`src/rtl/uart_tx_ctrl.sv`:
```
// uart_tx_ctrl: frames bytes onto a UART tx line using ticks derived from baud_clk_16
module uart_tx_ctrl #(
  parameter int DATA_BITS = 8,
  parameter int OVERSAMPLE = 16,
  parameter logic [15:0] BRD_RESET = 16'd325
) (
  input  logic                 clk,
  input  logic                 reset,
  input  logic                 baud_clk_16,
  output logic [15:0]          brd,
  input  logic                 cfg_we,
  input  logic [15:0]          cfg_brd,
  input  logic                 cfg_par_en,
  input  logic                 cfg_par_odd,
  input  logic                 cfg_stop2,
  input  logic                 tx_valid,
  input  logic [DATA_BITS-1:0] tx_data,
  output logic                 tx_ready,
  output logic                 tx,
  output logic                 tx_busy,
  output logic                 tx_done
);
  localparam logic [2:0] IDLE = 3'd0, START = 3'd1, DATA = 3'd2, PARITY = 3'd3, STOP = 3'd4;
  logic [2:0] state, nxt;
  logic s1, s2, s3, tick, bit_end, xfer, idle;
  logic [3:0] cnt;
  logic [2:0] idx;
  logic [DATA_BITS-1:0] shift, nxt_shift;
  logic par, par_en, par_odd, stop2;
  logic pend, pend_par_en, pend_par_odd, pend_stop2;
  logic [15:0] pend_brd;
  assign idle = state == IDLE;
  assign tick = s2 & ~s3;
  assign bit_end = tick && cnt == 4'(OVERSAMPLE - 1);
  assign tx_ready = idle && !pend;
  assign tx_busy = !idle;
  assign xfer = tx_valid && tx_ready;
  assign tx_done = state == STOP && bit_end && (!stop2 || idx[0]);
  // next-state and next-shift decode
  always_comb begin
    nxt = state == IDLE ? (xfer ? START : IDLE) :
          state == START ? (bit_end ? DATA : START) :
          state == DATA ? (bit_end && idx == 3'(DATA_BITS - 1) ? (par_en ? PARITY : STOP) : DATA) :
          state == PARITY ? (bit_end ? STOP : PARITY) :
          (tx_done ? IDLE : STOP);
    nxt_shift = state == DATA && bit_end ? shift >> 1 : shift;
  end
  // baud_clk_16 synchronizer and edge register
  always_ff @(posedge clk or negedge reset) begin
    if (!reset) {s1, s2, s3} <= 3'b000;
    else {s1, s2, s3} <= {baud_clk_16, s1, s2};
  end
  // frame sequencer: state, tick counter, bit index, shift register, registered tx
  always_ff @(posedge clk or negedge reset) begin
    if (!reset) begin
      state <= IDLE;
      cnt <= '0;
      idx <= '0;
      shift <= '0;
      par <= 1'b0;
      tx <= 1'b1;
    end else begin
      state <= nxt;
      cnt <= xfer ? 4'd0 : tick && !idle ? cnt + 4'd1 : cnt;
      idx <= state != nxt ? 3'd0 : bit_end ? idx + 3'd1 : idx;
      shift <= xfer ? tx_data : nxt_shift;
      par <= xfer ? ^tx_data : par;
      tx <= nxt == IDLE || nxt == STOP ? 1'b1 : nxt == START ? 1'b0 : nxt == DATA ? nxt_shift[0] : par ^ par_odd;
    end
  end
  // config registers; writes during a frame wait in a shadow until the FSM is idle again
  always_ff @(posedge clk or negedge reset) begin
    if (!reset) begin
      brd <= BRD_RESET;
      par_en <= 1'b0;
      par_odd <= 1'b0;
      stop2 <= 1'b0;
      pend <= 1'b0;
      pend_brd <= '0;
      pend_par_en <= 1'b0;
      pend_par_odd <= 1'b0;
      pend_stop2 <= 1'b0;
    end else if (cfg_we && idle) begin
      {brd, par_en, par_odd, stop2} <= {cfg_brd, cfg_par_en, cfg_par_odd, cfg_stop2};
      pend <= 1'b0;
    end else if (cfg_we) begin
      {pend_brd, pend_par_en, pend_par_odd, pend_stop2} <= {cfg_brd, cfg_par_en, cfg_par_odd, cfg_stop2};
      pend <= 1'b1;
    end else if (idle && pend) begin
      {brd, par_en, par_odd, stop2} <= {pend_brd, pend_par_en, pend_par_odd, pend_stop2};
      pend <= 1'b0;
    end
  end
endmodule

```
`config.mk`:
```
export PLATFORM = sky130hd
export DESIGN_NAME = uart_tx_ctrl
export DESIGN_NICKNAME = d
export VERILOG_FILES = /design/src/rtl/uart_tx_ctrl.sv
export SDC_FILE = /design/constraint.sdc
export NUM_CORES = 1
export LEC_CHECK = 0
export CAP_MARGIN = 10
export CORE_MARGIN = 1
export CORE_UTILIZATION = 49
export CTS_BUF_LIST = sky130_fd_sc_hd__clkbuf_4 sky130_fd_sc_hd__clkbuf_8
export DETAILED_ROUTE_END_ITERATION = 12
export PLACE_DENSITY = 0.76
export SLEW_MARGIN = 20
export SYNTH_ARGS = -nofsm -noshare
export SYNTH_HDL_FRONTEND = slang
export SYNTH_SLANG_ARGS = --single-unit
```
`constraint.sdc`:
```
create_clock -name clk -period 1.9 [get_ports clk]
set_input_delay 0.57 -clock clk [delete_from_list [all_inputs] [get_ports clk]]
set_output_delay 0.57 -clock clk [all_outputs]
set_load 0.05 [all_outputs]
```
==> metrics.log, run 1 <==
INFO  metric die_w = 80.3 um
INFO  metric cp-start-kind = flop
INFO  metric worst_hold_path_type = input port to async pin
INFO  metric finalPower = approximately 6.6 mW
INFO  metric result_of_the_run = complete, but fails checks
INFO  metric cp_num_cells = 6
INFO  metric synth_simple_gate_area_share = 0.132
INFO  metric drt-wirelength-per-cell = between 15 and 20 um
INFO  metric fin_crit_sh = 1.27
INFO  metric synthCells = 275
INFO  metric max_buffers_root_to_sink = 2
INFO  metric yosysTopAreaCellShare = 0.475
INFO  metric finalNetCount = between 300 and 400
INFO  metric synth-adder-area-share = 0.0125
INFO  metric grt_usage = 0.231
INFO  metric critical_path.top_delay_family = simple AND/OR/NAND/NOR gates
INFO  metric floorplan.rows = 28
INFO  metric post_synth_cell_types = 38
INFO  metric floorplan.die_area = 0.00644 sq mm
INFO  metric grt_start_max_net_pins = 63
INFO  metric grt.overflow.total = 0
INFO  metric slew_violations = 0
INFO  metric design.portCount = 52
INFO  metric route.vias.total = 2,361
INFO  metric combinational_fraction_of_design_power = 0.455
INFO  metric multiInputGateArea = ~0.0014 sq mm
INFO  metric antenna_found_initial = 0
INFO  metric synth-seq-cells = 62
INFO  metric synth.largest_area_cell = sky130_fd_sc_hd__dfrtp_1
INFO  metric port_buffers = 51
INFO  metric post_route_cells_drive_above_1_share = 0.296
INFO  metric dpl_wire_length = 4360 um
INFO  metric r2r_cells = 6
INFO  metric cap_viol_max_count = 0
INFO  metric max-vdd-ir-drop = 1180 uV
INFO  metric cp_slowest_stage_delay = 0.35 ns
INFO  metric synth_mux_area_frac = 0.107
INFO  metric yosysWarningCount = 0
INFO  metric first_iter_violations = 116
INFO  metric path_cells = ha_2 -> and4b_2 -> nand2_4 -> or3_4 -> nor3_4 -> buf_12
INFO  metric routed_wirelength = around 6600 um
INFO  metric clk_latency = 0.34 ns
INFO  metric area_of_the_mapped_netlist = 0.00300 sq mm
INFO  metric synth-compound-area-share = 0.160
INFO  metric finalHoldViolCount = 0
INFO  metric setup.worst_path.end_class = output port
INFO  metric yosysSeqAreaShare = 0.519
INFO  metric initial_utilization = 0.507
INFO  metric final.hold.worst_slack = between 0.2 and 0.25 ns
INFO  metric yosys_most_used_dff = sky130_fd_sc_hd__dfrtp_1
INFO  metric ys_async_sr_fraction = 1.00
INFO  metric power-per-cell-area = 1620 mW/mm^2
INFO  metric timing.critical_path.required = about 1.3 ns
INFO  metric yosys.cell_count.top_type = sky130_fd_sc_hd__dfrtp_1
INFO  metric core_footprint = 0.00592 sq mm
INFO  metric root_buffer = sky130_fd_sc_hd__clkbuf_8
INFO  metric worst_clock_skew = about 0.008 ns
INFO  metric antenna_violating_nets_post_route = 0
INFO  metric internal_power = 4.06 mW
INFO  metric die_h = 80.3 um
INFO  metric most_instantiated_cells_after_synthesis = sky130_fd_sc_hd__dfrtp_1 (57), sky130_fd_sc_hd__o21ai_0 (27), sky130_fd_sc_hd__nor2b_1 (22)
INFO  metric postSynthNetCount = 310
INFO  metric syn-mean-instance-area = 10.9 sq um
INFO  metric diodes = 0
INFO  metric cellLeakagePower = roughly 1.7 nW
INFO  metric timing.critical_path.arrival = between 1.5 and 2 ns
INFO  metric setup_viol = 2
INFO  metric timing.critical_path.buf_inv = 1
INFO  metric cpMaxStageDelayCell = sky130_fd_sc_hd__dfrtp_1
INFO  metric grt_pass1_wl = 11,100 um
INFO  metric synth_enable_flop_cells = 0
INFO  metric syn2layout_area_growth = 35.8%
INFO  metric gp_congestion = ~0.86
INFO  metric synth_xor_xnor_area_share = 0.0350
INFO  metric fmax = ~420 MHz
INFO  metric fillerInstances = 456
INFO  metric worst_setup_hold_path_clk_slew = ~0.070 ns
INFO  metric synthTopCellsByArea = sky130_fd_sc_hd__dfrtp_1 (48%), sky130_fd_sc_hd__mux2_2 (7.9%), sky130_fd_sc_hd__a22oi_1 (4.8%)
INFO  metric drtPass1Iterations = 4
INFO  metric dr_vias_cell = 5.54
INFO  metric fin_ws = -0.506 ns
INFO  metric relSlewSlack = 0.716
INFO  metric cts-htree-levels = 3
INFO  metric clock_sink_count = 62
INFO  metric remaining_design_rule_violation_count = 0
INFO  metric failed_checks = setup timing
INFO  metric share_seq_of_total_power = 0.349
INFO  metric critical_path_class = flop to output port
INFO  metric rsz0062_at_grt = true
INFO  metric clkPwrFrac = 0.196
INFO  metric worst_slew_pin_slew = 0.426 ns
INFO  metric synth_top_family_by_area = compound AO/OA/AOI/OAI gates
INFO  metric setup_tns = -0.583 ns
INFO  metric p_switching = around 2.6 mW
INFO  metric regArea = 0.00156 sq mm
INFO  metric tritoncts = yes
INFO  metric fin_crit_period = around 2.4 ns
INFO  metric crit_fanout = 2
INFO  metric switching_share = 0.387
INFO  metric numCtsBuffers = 9
INFO  metric grt_pass1_vias = 2,385
final timing paths:
check                        from        to  slack, ns
max                        cnt[0]   tx_done      -0.51
min                         reset  shift[1]       0.22
max reg2reg                cnt[1]        tx       0.03
min reg2reg                    s1        s2       0.35
max in group asynchronous   reset        tx       1.35
min in group clk               s1        s2       0.35
metrics by stage:
step	util	instances	worst slack, ns	instance area [sq um]
final	0.688	426	-0.506	4080
after global routing	0.688	426	-0.601	4080
after CTS	0.686	425	-0.538	4060
after detailed placement	0.641	406	-0.244	3790
after global placement	0.641	406	-0.205	3790
after floorplan	-	275	-0.420	3030
layout by cell type (no fill, tap or decap), types with 2 or more instances in the layout:
| cell | Yosys | final |
|---|---|---|
| sky130_fd_sc_hd__a21oi_1 | 3 | 3 |
| sky130_fd_sc_hd__and2_1 | 4 | 5 |
| sky130_fd_sc_hd__ha_1 | 3 | 2 |
| sky130_fd_sc_hd__mux2i_1 | 7 | 7 |
| sky130_fd_sc_hd__a31oi_1 | 19 | 19 |
| sky130_fd_sc_hd__nor3_1 | 4 | 3 |
| sky130_fd_sc_hd__clkinv_2 | 0 | 2 |
| sky130_fd_sc_hd__nand2_1 | 18 | 17 |
| sky130_fd_sc_hd__dfstp_2 | 5 | 5 |
| sky130_fd_sc_hd__o21ai_0 | 27 | 27 |
| sky130_fd_sc_hd__bufinv_16 | 0 | 2 |
| sky130_fd_sc_hd__nand4_1 | 2 | 2 |
| sky130_fd_sc_hd__nor3_4 | 0 | 2 |
| sky130_fd_sc_hd__a22oi_1 | 19 | 19 |
| sky130_fd_sc_hd__clkdlybuf4s50_1 | 0 | 30 |
| sky130_fd_sc_hd__clkbuf_4 | 0 | 2 |
| sky130_fd_sc_hd__buf_12 | 0 | 10 |
| sky130_fd_sc_hd__xor2_1 | 2 | 2 |
| sky130_fd_sc_hd__dfrtp_1 | 57 | 57 |
| sky130_fd_sc_hd__nor2_1 | 12 | 11 |
| sky130_fd_sc_hd__a221oi_1 | 2 | 2 |
| sky130_fd_sc_hd__buf_4 | 1 | 37 |
| sky130_fd_sc_hd__clkbuf_8 | 0 | 10 |
| sky130_fd_sc_hd__xnor2_1 | 10 | 10 |
| sky130_fd_sc_hd__nor2b_1 | 22 | 22 |
| sky130_fd_sc_hd__mux2_2 | 21 | 21 |
power groups by stage:
stage,registers [mW],clock network (mW),logic [mW]
floorplan,2.86,0,1.30
global placement,2.29,0,2.87
detailed placement,2.31,0,2.94
CTS,2.31,1.32,3.00
global route,2.38,1.39,3.24
finish,2.31,1.30,3.01
timing repair:
action / CTS / global route
buffers inserted: 3 / 1
cloned: 0 / 0
resized for setup: 4 / 5
hold buffers: 0 / 0
pin swaps: 2 / 2
setup endpoints to repair: 6 / 7
logic make-up (layout without fill, tap and decap cells):
group,after synthesis,after routing
buffers and inverters,21,97
AO/OA/AOI/OAI,76,76
adder cells (fa/ha/maj),3,3
AND/OR/NAND/NOR,72,72
flip-flops,62,62
multiplexers,29,29
XOR/XNOR,12,12
final cells by class:
type                    instances  area share
clock buffers                  12      0.0375
clock inverters                 4      0.0172
well taps                      75      0.0230
inverters                       2     0.00184
flip-flops and latches         62       0.382
repair buffers                 79       0.195
multi-input cells             192       0.343
routing by layer:
metal / vias to the layer above / GRT usage / wire, um
li1: 1131 / - / -
met1: 1160 / 0.288 / 2900
met2: 61 / 0.378 / 3290
met3: 9 / 0.0784 / 350
met4: 0 / 0.0714 / 79
met5: - / 0 / 0
registers in the layout (all words and copies together) (netlist names):
signal        flops
brd              16
cnt               4
idx               3
par               1
par_en            1
par_odd           1
pend              1
pend_brd         16
pend_par_en       1
pend_par_odd      1
pend_stop2        1
s1                1
s2                1
s3                1
shift             8
state             3
stop2             1
tx                1
Note: power is estimated with default switching activity, not from simulation.
==> inputs of run 2 (changes only) <==
Settings changed: CORE_MARGIN 1 to unset, CORE_UTILIZATION 49 to 59, DONT_BUFFER_PORTS set to 1.
==> metrics.log, run 2 (synthesized netlist as in run 1, its figures left out) <==
INFO  metric grt_start_max_net_pins = 58
INFO  metric die_w = 73.3 um
INFO  metric finalNetCount = 329
INFO  metric floorplan.rows = 25
INFO  metric cp-start-kind = flop
INFO  metric fin_crit_sh = 1.27
INFO  metric antenna_violating_nets_post_route = 0
INFO  metric crit_fanout = 2
INFO  metric setup.worst_path.end_class = output port
INFO  metric regs_by_ff_count = brd (16), pend_brd (16), shift (8)
INFO  metric clk_latency = between 0.3 and 0.4 ns
INFO  metric cap_viol_max_count = 0
INFO  metric initial_utilization = 0.623
INFO  metric drt-wirelength-per-cell = 17.1 um
INFO  metric dr_vias_cell = 6.03
INFO  metric max_buffers_root_to_sink = 2
INFO  metric r2r_start = cnt[0]
INFO  metric finish.utilization = 0.736
INFO  metric timing.critical_path.arrival = roughly 1.9 ns
INFO  metric slew_violations = 0
INFO  metric power-per-cell-area = 1690 mW/mm^2
INFO  metric r2r_cells = 7
INFO  metric floorplan.die_area = 0.00537 sq mm
INFO  metric max-vdd-ir-drop = 1290 uV
INFO  metric critical_path_class = flop to output port
INFO  metric fmax = 413 MHz
INFO  metric cts-htree-levels = 3
INFO  metric failed_checks = setup timing
INFO  metric relSlewSlack = 0.658
INFO  metric gp_congestion = 0.821
INFO  metric setup_viol = 2
INFO  metric grt_usage = 0.263
INFO  metric grt.overflow.total = 0
INFO  metric clock_sink_count = 62
INFO  metric regToRegSetupSlack = 0.07 ns
INFO  metric post-place-ws = -0.235 ns
INFO  metric worst_hold_path_type = input port to async pin
INFO  metric layout.cells.most_common = sky130_fd_sc_hd__dfrtp_1
INFO  metric port_buffers = 0
INFO  metric placement.cell_area = 0.00322 sq mm
INFO  metric route.vias.total = 2,206
INFO  metric root_buffer = sky130_fd_sc_hd__clkbuf_8
INFO  metric design.portCount = 52
INFO  metric worst_slew_pin_slew = 0.513 ns
INFO  metric antenna_found_initial = 0
INFO  metric die_h = between 70 and 80 um
INFO  metric first_iter_violations = around 130
INFO  metric fin_crit_period = 2.42 ns
INFO  metric r2r_end = tx
INFO  metric routed_wirelength = 6250 um
INFO  metric layout.cells.most_common_list = sky130_fd_sc_hd__dfrtp_1 (57), sky130_fd_sc_hd__o21ai_0 (27), sky130_fd_sc_hd__nor2b_1 (22), sky130_fd_sc_hd__mux2_2 (21), sky130_fd_sc_hd__buf_4 (21)
INFO  metric finalPower = 5.99 mW
INFO  metric core_footprint = 0.00482 sq mm
INFO  metric worst_clock_skew = 0.00840 ns
INFO  metric cellLeakagePower = 1.49 nW
INFO  metric drtPass1Iterations = 5
INFO  metric numCtsBuffers = 9
INFO  metric post_route_cells_drive_above_1_share = 0.288
INFO  metric result_of_the_run = complete, but fails checks
INFO  metric timing.critical_path.required = 1.33 ns
INFO  metric syn2layout_area_growth = 18.2%
INFO  metric setup_tns = -0.603 ns
INFO  metric rsz0062_at_grt = true
INFO  metric dpl_wire_length = 3990 um
INFO  metric tritoncts = yes
INFO  metric diodes = 0
INFO  metric remaining_design_rule_violation_count = 0
INFO  metric grt_pass1_vias = approximately 2,200
INFO  metric finalHoldViolCount = 0
INFO  metric grt_pass1_wl = 10,300 um
INFO  metric worst_setup_hold_path_clk_slew = 0.07 ns
INFO  metric fin_ws = -0.519 ns
INFO  metric final_area = 0.00355 sq mm
## run 2: cell types whose count changed in the layout (fill, tap and decap cells not counted), moves of 2 or more
cell and delta:
sky130_fd_sc_hd__and2_1 -2, sky130_fd_sc_hd__buf_12 -7, sky130_fd_sc_hd__buf_4 -16, sky130_fd_sc_hd__buf_8 +2
sky130_fd_sc_hd__clkdlybuf4s50_1 -30
## run 2: repair_timing
item,in CTS,in global routing
hold buffers,1,0
endpoints found under the setup margin,6,7
gates resized for setup,6,10
pin swaps,3,3
setup buffers,2,3
endpoints found under the hold margin,57,0
## run 2: per-layer routing
layer | routed length, um | vias up | global-route usage
li1 | - | 1031 | -
met1 | 2580 | 1102 | 0.327
met2 | 3200 | 60 | 0.409
met3 | 333 | 13 | 0.0713
met4 | 144 | 0 | 0.162
met5 | 0 | - | 0
## run 2: worst max-delay path, stage by stage (launching register included)
cell and delay, ns:
sky130_fd_sc_hd__dfrtp_1 0.37, sky130_fd_sc_hd__ha_2 0.18, sky130_fd_sc_hd__and4b_2 0.26, sky130_fd_sc_hd__nand2_4 0.06, sky130_fd_sc_hd__or3_4 0.33, sky130_fd_sc_hd__nor3_4 0.15, sky130_fd_sc_hd__buf_12 0.16
## run 2: worst max-delay path by stage
stage | end | start | cells past startpoint | slack, ns
floorplan | tx_done | cnt[0] | 6 | -0.42
global placement | tx_done | cnt[1] | 6 | -0.20
detailed placement | tx_done | cnt[0] | 6 | -0.24
CTS | tx_done | cnt[0] | 6 | -0.53
global route | tx_done | cnt[0] | 6 | -0.59
finish | tx_done | cnt[0] | 6 | -0.52
## run 2: final cells by class
cell class	count	area, sq um
inverter	2	7.51
tap	67	83.8
timing repair buffer	27	275
clock inverter	3	42.5
multi-input combinational	192	1410
clock buffer	13	166
sequential	62	1560
fill	363	1270
## run 2: power breakdown
part           leakage, nW  internal [mW]  switching, mW
registers            0.723           1.90           1.06
clock network        0.106          0.705          0.506
logic                0.658          0.922          0.901
## run 2: metrics by stage
stage	hold slack (ns)	instances
2_1_floorplan	0.274	275
3_3_place_gp	0.276	344
3_5_place_dp	0.276	344
4_1_cts	0.0505	363
5_1_grt	0.0475	366
6_report	0.0645	366
